**config.mk**
```make
export PLATFORM = sky130hd
export DESIGN_NAME = fp_add_sub_param
export DESIGN_NICKNAME = d
export VERILOG_FILES = /design/src/rtl/fp_add_sub_param.sv
export SDC_FILE = /design/constraint.sdc
export NUM_CORES = 1
export LEC_CHECK = 0
export CORE_MARGIN = 2
export CORE_UTILIZATION = 35
export DETAILED_ROUTE_END_ITERATION = 7
export PLACE_DENSITY_LB_ADDON = 0.25
export SETUP_SLACK_MARGIN = 0.02
export SLEW_MARGIN = 20
export SYNTH_ARGS = -nofsm -noshare
export SYNTH_HDL_FRONTEND = slang
export SYNTH_SLANG_ARGS = --single-unit
```
**constraint.sdc**
```tcl
create_clock -name clk -period 8.7 [get_ports clk]
set_input_delay 1.74 -clock clk [delete_from_list [all_inputs] [get_ports clk]]
set_output_delay 1.74 -clock clk [all_outputs]
set_load 0.1 [all_outputs]
```
**src/rtl/fp_add_sub_param.sv**
```systemverilog
// Multi-cycle parametrised FP adder/subtractor (round-to-nearest-even, denormals flushed).
// IDLE -> ALIGN -> ADD -> NORM -> ROUND -> DONE, with a fixed latency of 4 edges from start to done.
module fp_add_sub_param #(
    parameter  int EXP_W = 8,
    parameter  int MAN_W = 23,
    localparam int W     = EXP_W + MAN_W + 1
) (
    input  logic         clk,
    input  logic         reset,
    input  logic         start,
    input  logic         op,
    input  logic [W-1:0] a1,
    input  logic [W-1:0] a2,
    output logic [W-1:0] result,
    output logic         done,
    output logic         busy
);

    localparam int MW = MAN_W + 4;   // hidden + fraction + guard/round/sticky
    localparam int EW = EXP_W + 2;   // exponent with headroom for carry and underflow
    localparam logic [EXP_W-1:0] EMAX = '1;

    typedef enum logic [2:0] {IDLE, ALIGN, ADD, NORM, ROUND, DONE} state_t;
    state_t state, state_nx;

    logic [W-1:0]     x1, x2;
    logic             xop;
    logic             r_sign, r_sub, r_nan, r_inf, r_inf_sign, r_zsign, r_zero;
    logic [EXP_W-1:0] r_exp;
    logic [MW-1:0]    r_ma, r_mb, r_m;
    logic [MW:0]      r_sum;
    logic [EW-1:0]    r_e;

    always_comb begin
        state_nx = state;
        done     = 1'b0;
        busy     = 1'b0;
        case (state)
            IDLE:  if (start) state_nx = ALIGN;
            ALIGN: begin state_nx = ADD;   busy = 1'b1; end
            ADD:   begin state_nx = NORM;  busy = 1'b1; end
            NORM:  begin state_nx = ROUND; busy = 1'b1; end
            ROUND: begin state_nx = DONE;  busy = 1'b1; end
            DONE:  begin
                done = 1'b1;
                if (start) state_nx = ALIGN;
            end
            default: state_nx = IDLE;
        endcase
    end

    // ---------------- align: unpack, classify, order by magnitude, shift B
    logic [EXP_W-1:0] e1, e2, ea, eb, dexp;
    logic [MAN_W-1:0] f1, f2;
    logic [W-2:0]     k1, k2;
    logic [MAN_W:0]   m1, m2;
    logic             s1, s2, z1, z2, i1, i2, n1, n2, swap;
    logic [MW-1:0]    mb_ext, mb_al;
    logic [2*MW-1:0]  mb_sh;

    always_comb begin
        e1 = x1[W-2:MAN_W];
        e2 = x2[W-2:MAN_W];
        f1 = x1[MAN_W-1:0];
        f2 = x2[MAN_W-1:0];
        s1 = x1[W-1];
        s2 = x2[W-1] ^ xop;
        z1 = (e1 == '0);
        z2 = (e2 == '0);
        i1 = (e1 == EMAX) && (f1 == '0);
        i2 = (e2 == EMAX) && (f2 == '0);
        n1 = (e1 == EMAX) && (f1 != '0);
        n2 = (e2 == EMAX) && (f2 != '0);
        m1 = z1 ? '0 : {1'b1, f1};
        m2 = z2 ? '0 : {1'b1, f2};
        k1 = z1 ? '0 : x1[W-2:0];
        k2 = z2 ? '0 : x2[W-2:0];
        swap   = (k2 > k1);
        ea     = swap ? e2 : e1;
        eb     = swap ? e1 : e2;
        dexp   = ea - eb;
        mb_ext = {(swap ? m1 : m2), 3'b000};
        // the low half of the wide shift catches every bit that falls off into sticky
        mb_sh  = {mb_ext, {MW{1'b0}}} >> dexp;
        if (32'(dexp) >= MAN_W + 3)
            mb_al = {{(MW-1){1'b0}}, |mb_ext};
        else
            mb_al = mb_sh[2*MW-1:MW] | {{(MW-1){1'b0}}, |mb_sh[MW-1:0]};
    end

    // ---------------- normalise: carry shift right, otherwise leading-zero shift left
    int            lz;
    logic [MW-1:0] nm;
    logic [EW-1:0] ne;

    always_comb begin
        lz = MW;
        for (int i = 0; i < MW; i++)
            if (r_sum[i]) lz = MW - 1 - i;
        if (r_sum[MW]) begin
            nm = {r_sum[MW:2], r_sum[1] | r_sum[0]};
            ne = {2'b00, r_exp} + EW'(1);
        end else begin
            nm = r_sum[MW-1:0] << lz;
            ne = {2'b00, r_exp} - EW'(lz);
        end
    end

    // ---------------- round to nearest even, then special-value overrides
    logic             up;
    logic [MAN_W+1:0] rm;
    logic [MAN_W-1:0] rf;
    logic [EW-1:0]    re;
    logic [W-1:0]     res_nx;

    always_comb begin
        up = r_m[2] & (r_m[1] | r_m[0] | r_m[3]);
        rm = {1'b0, r_m[MW-1:3]} + (MAN_W+2)'(up);
        if (rm[MAN_W+1]) begin
            rf = rm[MAN_W:1];
            re = r_e + EW'(1);
        end else begin
            rf = rm[MAN_W-1:0];
            re = r_e;
        end
        res_nx = {r_sign, re[EXP_W-1:0], rf};
        if (r_nan)
            res_nx = {1'b0, EMAX, 1'b1, {(MAN_W-1){1'b0}}};
        else if (r_inf)
            res_nx = {r_inf_sign, EMAX, {MAN_W{1'b0}}};
        else if (r_zero)
            res_nx = {r_zsign, {(W-1){1'b0}}};
        else if (!re[EW-1] && (re[EW-2:0] >= {1'b0, EMAX}))
            res_nx = {r_sign, EMAX, {MAN_W{1'b0}}};
        else if (re[EW-1] || (re == '0))
            res_nx = {r_sign, {(W-1){1'b0}}};
    end

    always_ff @(posedge clk) begin
        if (reset) begin
            state  <= IDLE;
            result <= '0;
        end else begin
            state <= state_nx;
            if (state == ROUND) result <= res_nx;
        end
    end

    always_ff @(posedge clk) begin
        case (state)
            IDLE, DONE: if (start) begin
                x1  <= a1;
                x2  <= a2;
                xop <= op;
            end
            ALIGN: begin
                r_sign     <= swap ? s2 : s1;
                r_sub      <= s1 ^ s2;
                r_exp      <= ea;
                r_ma       <= {(swap ? m2 : m1), 3'b000};
                r_mb       <= mb_al;
                r_nan      <= n1 | n2 | (i1 & i2 & (s1 ^ s2));
                r_inf      <= i1 | i2;
                r_inf_sign <= i1 ? s1 : s2;
                r_zsign    <= s1 & s2;   // only -0 + -0 keeps a negative zero
            end
            ADD:   r_sum <= r_sub ? ({1'b0, r_ma} - {1'b0, r_mb}) : ({1'b0, r_ma} + {1'b0, r_mb});
            NORM: begin
                r_m    <= nm;
                r_e    <= ne;
                r_zero <= (r_sum == '0);
            end
            default: ;
        endcase
    end

endmodule

```
After elaboration in Yosys (flattened, before gate mapping)
Index checks and enable logic that the tools add are counted.

Bits in registers: 231. Input port bits: 68. Output and inout port bits: 34.

Add/sub/neg operators: 7. Order comparisons: 3. Eq/ne operators: 8. Shift-type cells: 2. Mux-type cells: 52. Bitwise logic cells: 13. Reductions and logical operators: 21.

Operator list (number): 32-bit two-way mux (29); 31-bit two-way mux (4); 24-bit two-way mux (4); 54-bit by 8-bit right shift with 54-bit output (1); 23-bit logical NOT (2); 23-bit nonzero test (2); 27-bit by 32-bit << shifter with 27-bit output (1); 31-bit greater-than comparator (1); 27-bit by 27-bit adder with 28-bit output (1); 28-bit logical NOT (1); 28-bit two-way mux (1); 27-bit by 27-bit subtractor with 28-bit output (1); 27-bit by 1-bit bitwise OR with 27-bit output (1); 27-bit OR reduction (1); 26-bit two-way mux (1); 24-bit by 1-bit adder with 25-bit output (1); 24-bit OR reduction (1); 23-bit two-way mux (1); 10-bit two-way mux (2); 8-bit equality test (second input constant) (2); 8-bit logical NOT (2); 8-bit two-way mux (2); 3-bit one-hot mux with 5 select lines (1); 10-bit by 1-bit adder with 10-bit output (second input constant) (1); 22 further kinds (42).

Longest topological paths before layout
Gate-level depths: netlist (run 1).

Depth in word-level cells: 29. Mapped depth: 37.

Least setup slack after synthesis (run 1)
Ideal clock, no wire load.

Path type: register to register. Start point: register x1[27]. End point: register r_mb[0], data pin. Library setup time: 0.279 ns. Data arrival time: 7.609 ns. Required time: 8.421 ns. Path slack: 0.812 ns. Cell stages (with the launch flop): 35. Buffers on the path: 15. Cells stage by stage: edfxtp_1 -> buf_6 -> or4_1 -> buf_2 -> or2_1 -> buf_2 -> clkbuf_1 -> clkbuf_1 -> clkbuf_1 -> nand2_1 -> ha_1 -> nand2_1 -> or4_1 -> a311o_1 -> a2111oi_4 -> a21boi_2 -> o31a_1 -> buf_6 -> buf_6 -> buf_6 -> buf_6 -> clkbuf_1 -> clkbuf_1 -> a21oi_1 -> ha_1 -> clkbuf_1 -> clkbuf_1 -> clkbuf_1 -> mux4_2 -> o41ai_1 -> o211ai_1 -> nor4_1 -> o32ai_1 -> nor4_2 -> a22oi_1.

Longest elaborated chain between the ends: 9. Elaborated cells between the ends (all ways): 14. Those cells by class: 1 x add/sub; 2 x order compare; 1 x shift; 6 x mux; 1 x bitwise; 3 x reduce/logical.

RTL lines: start, declared (line 26) `logic [W-1:0] x1, x2;`; start signal, assigned (line 152) `x1 <= a1;`; 8-bit logical NOT (line 68) `z1 = (e1 == '0);`; 31-bit two-way mux (line 76) `k1 = z1 ? '0 : x1[W-2:0];`; 31-bit greater-than comparator (line 78) `swap = (k2 > k1);`; 8-bit two-way mux (on tied branches) (line 79, 80); 8-bit subtractor (line 81) `dexp = ea - eb;`; 54-bit by 8-bit right shift with 54-bit output (line 84) `mb_sh = {mb_ext, {MW{1'b0}}} >> dexp;`; 27-bit OR reduction (line 88) `mb_al = mb_sh[2*MW-1:MW] | {{(MW-1){1'b0}}, |mb_sh[MW-1:0]};`; 27-bit by 1-bit bitwise OR with 27-bit output (line 88); 1-bit two-way mux (*) (line 85) `if (32'(dexp) >= MAN_W + 3)`; named net mb_al[0] (line 58) `logic [MW-1:0] mb_ext, mb_al;`; end signal, assigned (line 161) `r_mb <= mb_al;`; end, declared (line 30) `logic [MW-1:0] r_ma, r_mb, r_m;`.

The timed path passes the listed nets; every way through them passes the cells marked *. A chain may end at the register's enable or synchronous reset.

Worst setup path after layout (run 1)
Start point: register x2[29]. End point: register r_mb[0], data pin.

Longest elaborated chain between the ends: 9. Elaborated cells between the ends (all ways): 14. Those cells by class: 1 x add/sub; 2 x order compare; 1 x shift; 6 x mux; 1 x bitwise; 3 x reduce/logical.

RTL lines: start, declared (line 26); start signal, assigned (line 153) `x2 <= a2;`; 8-bit logical NOT (line 69) `z2 = (e2 == '0);`; 31-bit two-way mux (line 77) `k2 = z2 ? '0 : x2[W-2:0];`; 31-bit greater-than comparator (line 78); 8-bit two-way mux (on tied branches) (line 79, 80); 8-bit subtractor (line 81); 54-bit by 8-bit right shift with 54-bit output (line 84); 27-bit OR reduction (line 88); 27-bit by 1-bit bitwise OR with 27-bit output (line 88); 1-bit two-way mux (*) (line 85); named net mb_al[0] (line 58).

Marked as above.

==> impl_metrics.env, run 1 <==
export IMPL_fillers=4805
export IMPL_io_pins=102
export IMPL_wl_per_cell_um=19.93
export IMPL_worstHoldPathType="register to register"
export IMPL_crit_required_ns=8.99
export IMPL_ys_ff_latch=231
export IMPL_drv_slew=0
export IMPL_wirelength_mm=51.53
export IMPL_fmax_ghz=0.1260
export IMPL_layout_area_seq_sq_um=6586
export IMPL_start_util_pct=35.54
export IMPL_postCtsSetupBuffers=0
export IMPL_nets=2101
export IMPL_timing_final_crit_share_pct=91.20
export IMPL_synth_adder_area_share_pct=6.932
export IMPL_synth_top_cell_by_area="edfxtp_1"
export IMPL_slew_headroom_pct=33.24
export IMPL_crit_path_end_kind="register"
export IMPL_synth_async_sr_flop_share_pct=0
export IMPL_reg2regPathDepth=23
export IMPL_drtIter0Drc=1018
export IMPL_vdd_ir_drop_max_v=0.0001549
export IMPL_synth_mux_area_share_pct=6.255
export IMPL_synth_top_area_share_pct=34.62
export IMPL_globalplace_congestion=0.9593
export IMPL_ys_seq_area_share_pct=38.74
export IMPL_crit_arrival_ns=8.22
export IMPL_cap_violations=0
export IMPL_r2r_start="x2[29]$_DFFE_PP_"
export IMPL_power_share_clock_pct=26.5
export IMPL_dr_pass1_iters=7
export IMPL_synth_area_leaders="edfxtp_1 35%, ha_1 6.1%, nand2_1 4.5%, dfxtp_1 4.1%, a21oi_1 4.0%"
export IMPL_outcome="finished clean"
export IMPL_fin_ws_ns=0.7659
export IMPL_row_count=80
export IMPL_syn_nets=2055
export IMPL_synth_top_family_by_area="compound AO/OA/AOI/OAI gates"
export IMPL_r2r_end="r_mb[0]$_DFFE_PP_"
export IMPL_place_ws_ns=0.9670
export IMPL_place_hpwl_mm=40.28
export IMPL_htree_levels=1
export IMPL_synth_edf_count=196
export IMPL_synthTopCellsByCount="202 x nand2_1, 196 x edfxtp_1, 164 x nor2_1"
export IMPL_io_buffers=101
export IMPL_p_sw_w=0.001721
export IMPL_r2r_setup_slack_ns=0.77
export IMPL_cp_start_kind="register"
export IMPL_num_vias=14776
export IMPL_synth_most_common_cell="nand2_1"
export IMPL_synth_avg_cell_area_sq_um=8.939
export IMPL_synth_cells=1902
export IMPL_grt_pass1_wl_mm=79.61
export IMPL_seqPwrFrac_pct=33.5
export IMPL_crit_fanout=34
export IMPL_antenna_found_initial=0
export IMPL_multi_input_area_sq_um=9540
export IMPL_path_cells="nor4_2, nand2_1, and2_1, ha_1, nand2_1, or4_1, a311o_1, a2111oi_4, a21boi_2, o31a_2, buf_4, a21oi_1, ha_1, inv_1, o221ai_4, xor2_4, mux4_2, o41ai_1, o211ai_1, nor4_1, o32ai_1, nor4_2, a22oi_1"
export IMPL_grt_usage_pct=20.03
export IMPL_cts_tree="yes"
export IMPL_synth_main_ff_cell="edfxtp_1"
export IMPL_min_from="result[2]$_SDFFE_PP0P_"
export IMPL_grt_max_degree=79
export IMPL_chipWidth_um=224.4
export IMPL_power_frac_comb_pct=40.0
export IMPL_diodes=0
export IMPL_via_per_inst=5.716
export IMPL_tightest_slew_ns=0.9983
export IMPL_whs_path_depth=2
export IMPL_setup_viol=0
export IMPL_synth_xor_area_share_pct=4.253
export IMPL_finalSetupTns_ns=0
export IMPL_dieArea_sq_um=50360
export IMPL_rsz0062_at_grt="false"
export IMPL_clock_sinks=231
export IMPL_p_int_w=0.002730
export IMPL_period_minus_slack_ns=7.934
export IMPL_cts_buffer_depth=3
export IMPL_synth_compound_area_share_pct=20.07
export IMPL_root_buffer="clkbuf_16"
export IMPL_worstHoldEndpoint="result[2]$_SDFFE_PP0P_"
export IMPL_fp_coreArea_sq_um=47850
export IMPL_yosysWarnings=0
export IMPL_ctsResizeCount=0
export IMPL_clock_skew_ns=0.008434
export IMPL_synth_simple_area_share_pct=18.46
export IMPL_grt_pass1_vias=14135
export IMPL_hold_worst_slack_ns=0.4553
export IMPL_syn_area_sq_um=17000
export IMPL_ant_nets=0
export IMPL_slowest_delay_ns=0.80
export IMPL_clkLatencyLatePin_ns=0.58
export IMPL_drc=0
export IMPL_yosysUniqueCellTypes=92
export IMPL_slowest_stage="xor2_4"
export IMPL_die_h_um=224.4
export IMPL_critical_path_class="register to register"
export IMPL_syn_to_final_growth_pct=14.44
export IMPL_cts_buffers=28
export IMPL_path_clk_slew_ns=0.06
export IMPL_drive_gt1_share_pct=6.548
export IMPL_powerDensity_nw_per_um2=228.7
export IMPL_p_sw_share_pct=38.66
export IMPL_fin_total_pwr_w=0.004451
export IMPL_hold_buffers=0
export IMPL_hold_viol_final=0
export IMPL_grt_overflow=0
export IMPL_power_leakage_nw=7.152
[power by group through the flow]
stage          combinational, W  sequential [W]  clock, W
2_1_floorplan           0.00130         0.00148         0
3_3_place_gp            0.00176         0.00151         0
3_5_place_dp            0.00175         0.00151         0
4_1_cts                 0.00176         0.00149   0.00121
5_1_grt                 0.00194         0.00150   0.00126
6_report                0.00178         0.00149   0.00118
[layout by cell type, fill, tap and decap left out, types with 13 or more instances in the layout]
master             n
o211ai_1          18
a31oi_1           22
clkbuf_16         28
mux2i_1           65
and2_1            32
nand2_1          202
nor3_1            71
clkdlybuf4s50_1  101
a22oi_1           22
and3_1            14
nand4_1           21
or3_1             13
nand2b_1          20
ha_1              83
nor2_1           163
buf_4             26
o21ai_0          126
dfxtp_1           35
nor4_1            22
nand3_1           42
a211oi_1          40
a21oi_1          137
edfxtp_1         196
inv_1            106
xnor2_1           46
a21o_1            18
xor2_1            26
mux2_2            19
[registers in the layout, indices dropped and copies added, names as in the netlist]
register / count
r_zero: 1
r_e: 10
xop: 1
r_sign: 1
r_zsign: 1
r_nan: 1
r_sub: 1
r_mb: 27
x2: 32
r_inf: 1
r_inf_sign: 1
r_exp: 8
state: 3
result: 32
r_m: 27
x1: 32
r_sum: 28
r_ma: 24
[final cells by class]
cell class | instances | area share (%)
multi-input combinational | 1450 | 49.03
tap | 615 | 3.955
clock buffer | 30 | 3.640
timing repair buffer | 127 | 6.199
inverter | 110 | 2.122
clock inverter | 22 | 1.202
sequential | 231 | 33.85
[logic make-up after synthesis]
logic type,Yosys count
AO/OA/AOI/OAI,527
XOR/XNOR,77
adder cells (fa/ha/maj),95
buffers and inverters,221
flip-flops,231
multiplexers,96
AND/OR/NAND/NOR,655
[stage by stage]
step                instances  area, sq um  utilization, %
floorplan                1902        17000               -
global placement         2533        18520           38.70
detailed placement       2533        18520           38.70
CTS                      2585        19460           40.67
global route             2585        19460           40.67
finish                   2585        19460           40.67
[worst max path at each step]
| stage | from | to |
|---|---|---|
| CTS | x2[29]$_DFFE_PP_ | r_mb[0]$_DFFE_PP_ |
| finish | x2[29]$_DFFE_PP_ | r_mb[0]$_DFFE_PP_ |
| detailed placement | x1[27]$_DFFE_PP_ | r_mb[0]$_DFFE_PP_ |
| global route | x2[29]$_DFFE_PP_ | r_mb[0]$_DFFE_PP_ |
| floorplan | x1[27]$_DFFE_PP_ | r_mb[0]$_DFFE_PP_ |
| global placement | x1[27]$_DFFE_PP_ | r_mb[0]$_DFFE_PP_ |
[critical path, delay by kind of cell, from the launching register on]
family	cells	cell delay, ns
adders and majority gates	2	0.52
DFF	1	0.53
xor gates and xnor gates	1	0.80
buffers and inverters	2	0.38
muxes	1	0.63
and+or+nand+nor	7	2.31
AOI/OAI and AO/OA	10	2.45
[layer usage]
layer	global-route usage (%)	vias to the layer above	wire (um)	share of wire (%)
li1	-	7141	-	-
met3	2.391	131	2479	4.8
met5	0	-	0	0
met4	9.143	0	2481	4.8
met1	24.24	6984	21100	41
met2	35.56	520	25470	49
(Power assumes the default switching activity.)
==> run 2: changes to the inputs <==
CELL_PAD_IN_SITES_DETAIL_PLACEMENT = 1   (was not set)
CELL_PAD_IN_SITES_GLOBAL_PLACEMENT = 1   (was not set)
CORE_ASPECT_RATIO = 1.4   (was not set)
REMOVE_ABC_BUFFERS = 1   (was not set)
==> run 2 against run 1 <==
- register-to-register slack worse by 0.18 ns
- design area hardly changed
- combinational power is 3% higher
- routed wire length is 11% higher
- worst hold slack better by 0.0011 ns
- cell count is 0.70% higher
- clock skew is 0.0049 ns higher
- count of clock-buffer cells in the layout is 8 higher
- critical path depth stayed put
- first-iteration DRC count is 30% lower
- non-clock buffer count is 5 higher
- fmax is 2.2% lower
- critical path type unchanged
- largest power group unchanged
- highest routed layer unchanged
==> impl_metrics.env, run 2 (same netlist as run 1, synthesis figures left out) <==
export IMPL_fin_total_pwr_w=0.004447
export IMPL_final_cell_mix="202 x nand2_1, 196 x edfxtp_1, 163 x nor2_1"
export IMPL_p_int_w=0.002688
export IMPL_dr_pass1_iters=5
export IMPL_seqPwrFrac_pct=33.5
export IMPL_start_util_pct=35.41
export IMPL_row_count=95
export IMPL_worstHoldPathType="register to register"
export IMPL_vdd_ir_drop_max_v=0.0001581
export IMPL_wirelength_mm=57.05
export IMPL_clkLatencyLatePin_ns=0.56
export IMPL_p_sw_w=0.001759
export IMPL_ctsResizeCount=0
export IMPL_num_vias=14790
export IMPL_crit_arrival_ns=8.39
export IMPL_r2r_setup_slack_ns=0.59
export IMPL_power_frac_comb_pct=41.3
export IMPL_fp_coreArea_sq_um=48020
export IMPL_drtIter0Drc=716
export IMPL_final_cell_area_sq_um=19470
export IMPL_period_minus_slack_ns=8.109
export IMPL_place_hpwl_mm=46.23
export IMPL_rsz0062_at_grt="false"
export IMPL_crit_path_end_kind="register"
export IMPL_power_share_clock_pct=25.2
export IMPL_fmax_ghz=0.1233
export IMPL_tightest_slew_ns=1.022
export IMPL_antenna_found_initial=0
export IMPL_root_buffer="clkbuf_16"
export IMPL_ant_nets=0
export IMPL_dieArea_sq_um=50380
export IMPL_cp_start_kind="register"
export IMPL_grt_max_degree=79
export IMPL_critical_path_class="register to register"
export IMPL_cts_buffer_depth=3
export IMPL_diodes=0
export IMPL_hold_viol_final=0
export IMPL_chipWidth_um=190.3
export IMPL_power_leakage_nw=7.153
export IMPL_p_sw_share_pct=39.56
export IMPL_timing_final_crit_share_pct=93.21
export IMPL_grt_overflow=0
export IMPL_htree_levels=1
export IMPL_outcome="finished clean"
export IMPL_io_pins=102
export IMPL_crit_required_ns=8.98
export IMPL_grt_pass1_vias=15512
export IMPL_io_buffers=101
export IMPL_powerDensity_nw_per_um2=228.3
export IMPL_wl_per_cell_um=21.92
export IMPL_via_per_inst=5.682
export IMPL_clock_sinks=231
export IMPL_crit_fanout=27
export IMPL_nets=2105
export IMPL_drv_slew=0
export IMPL_path_clk_slew_ns=0.06
export IMPL_slew_headroom_pct=31.69
export IMPL_syn_to_final_growth_pct=14.54
export IMPL_grt_pass1_wl_mm=88.20
export IMPL_reg2regPathDepth=23
export IMPL_drive_gt1_share_pct=6.893
export IMPL_globalplace_congestion=0.9485
export IMPL_postCtsSetupBuffers=0
export IMPL_cap_violations=0
export IMPL_layout_commonest_cell="nand2_1"
export IMPL_drc=0
export IMPL_largestRegisters="result: 32 flops, x1: 32 flops, x2: 32 flops"
export IMPL_setup_viol=0
export IMPL_die_h_um=264.8
export IMPL_placed_area_sq_um=18590
export IMPL_cts_buffers=27
export IMPL_clock_skew_ns=0.01337
export IMPL_hold_buffers=0
export IMPL_grt_usage_pct=22.57
export IMPL_whs_path_depth=2
export IMPL_cts_tree="yes"
run 2: cell count changes in the layout (fill, tap and decap cells not counted), sizes merged:
cell / change
buf: +5
bufinv: -3
clkbuf: +8
clkinv: -10
clkinvlp: +1
inv: +2
run 2: layout make-up:
class                   instances  area [sq um]
inverters                     110         412.9
repair buffers                132          1256
fillers                      5577         28550
multi-input cells            1450          9547
clock inverters                12         106.4
flip-flops and latches        231          6586
clock buffers                  38         778.2
well taps                     630         788.3
run 2: per-layer routing:
layer,global-route usage (%),vias up,part of all wire (%)
met2,44.02,284,54
met3,2.118,154,2.7
met5,0,-,0
li1,-,7111,-
met1,21.92,7241,36
met4,15.76,0,7.9
run 2: metrics by stage:
stage	hold slack, ns	setup WS (ns)	std cells	utilization [%]	TNS [ns]
floorplan	0.4772	-0.4585	1791	-	-0.6617
global placement	0.4379	0.8252	2553	38.71	0
detailed placement	0.4504	0.6334	2553	38.71	0
CTS	0.4596	0.6002	2603	40.56	0
global route	0.4669	0.1358	2603	40.56	0
finish	0.4564	0.5908	2603	40.56	0
run 2: worst paths after layout:
check,startpoint,endpoint
hold reg to reg,result[6]$_SDFFE_PP0P_,result[6]$_SDFFE_PP0P_
hold / removal,result[6]$_SDFFE_PP0P_,result[6]$_SDFFE_PP0P_
setup reg to reg,x2[27]$_DFFE_PP_,r_mb[0]$_DFFE_PP_
setup / recovery,x2[27]$_DFFE_PP_,r_mb[0]$_DFFE_PP_
run 2: worst max-delay path, cell delays in order (launching register included):
cell,delay [ns]
edfxtp_1,0.59
nor4_2,0.68
nand2_1,0.41
and2_1,0.32
ha_1,0.31
nand2_1,0.06
or4_1,0.48
a311o_1,0.42
a2111oi_4,0.41
a21boi_2,0.34
o31a_2,0.23
buf_4,0.32
a21oi_1,0.12
ha_1,0.22
inv_1,0.09
o221ai_4,0.18
xor2_4,0.61
mux4_2,0.63
o41ai_1,0.47
o211ai_1,0.18
nor4_1,0.31
o32ai_1,0.15
nor4_2,0.18
a22oi_1,0.11
run 2: power by group through the flow:
stage | registers (W) | clock network, W | logic (W)
floorplan | 0.00150 | 0 | 0.00123
global placement | 0.00151 | 0 | 0.00181
detailed placement | 0.00151 | 0 | 0.00182
CTS | 0.00149 | 0.00116 | 0.00183
global route | 0.00150 | 0.00120 | 0.00200
finish | 0.00149 | 0.00112 | 0.00184
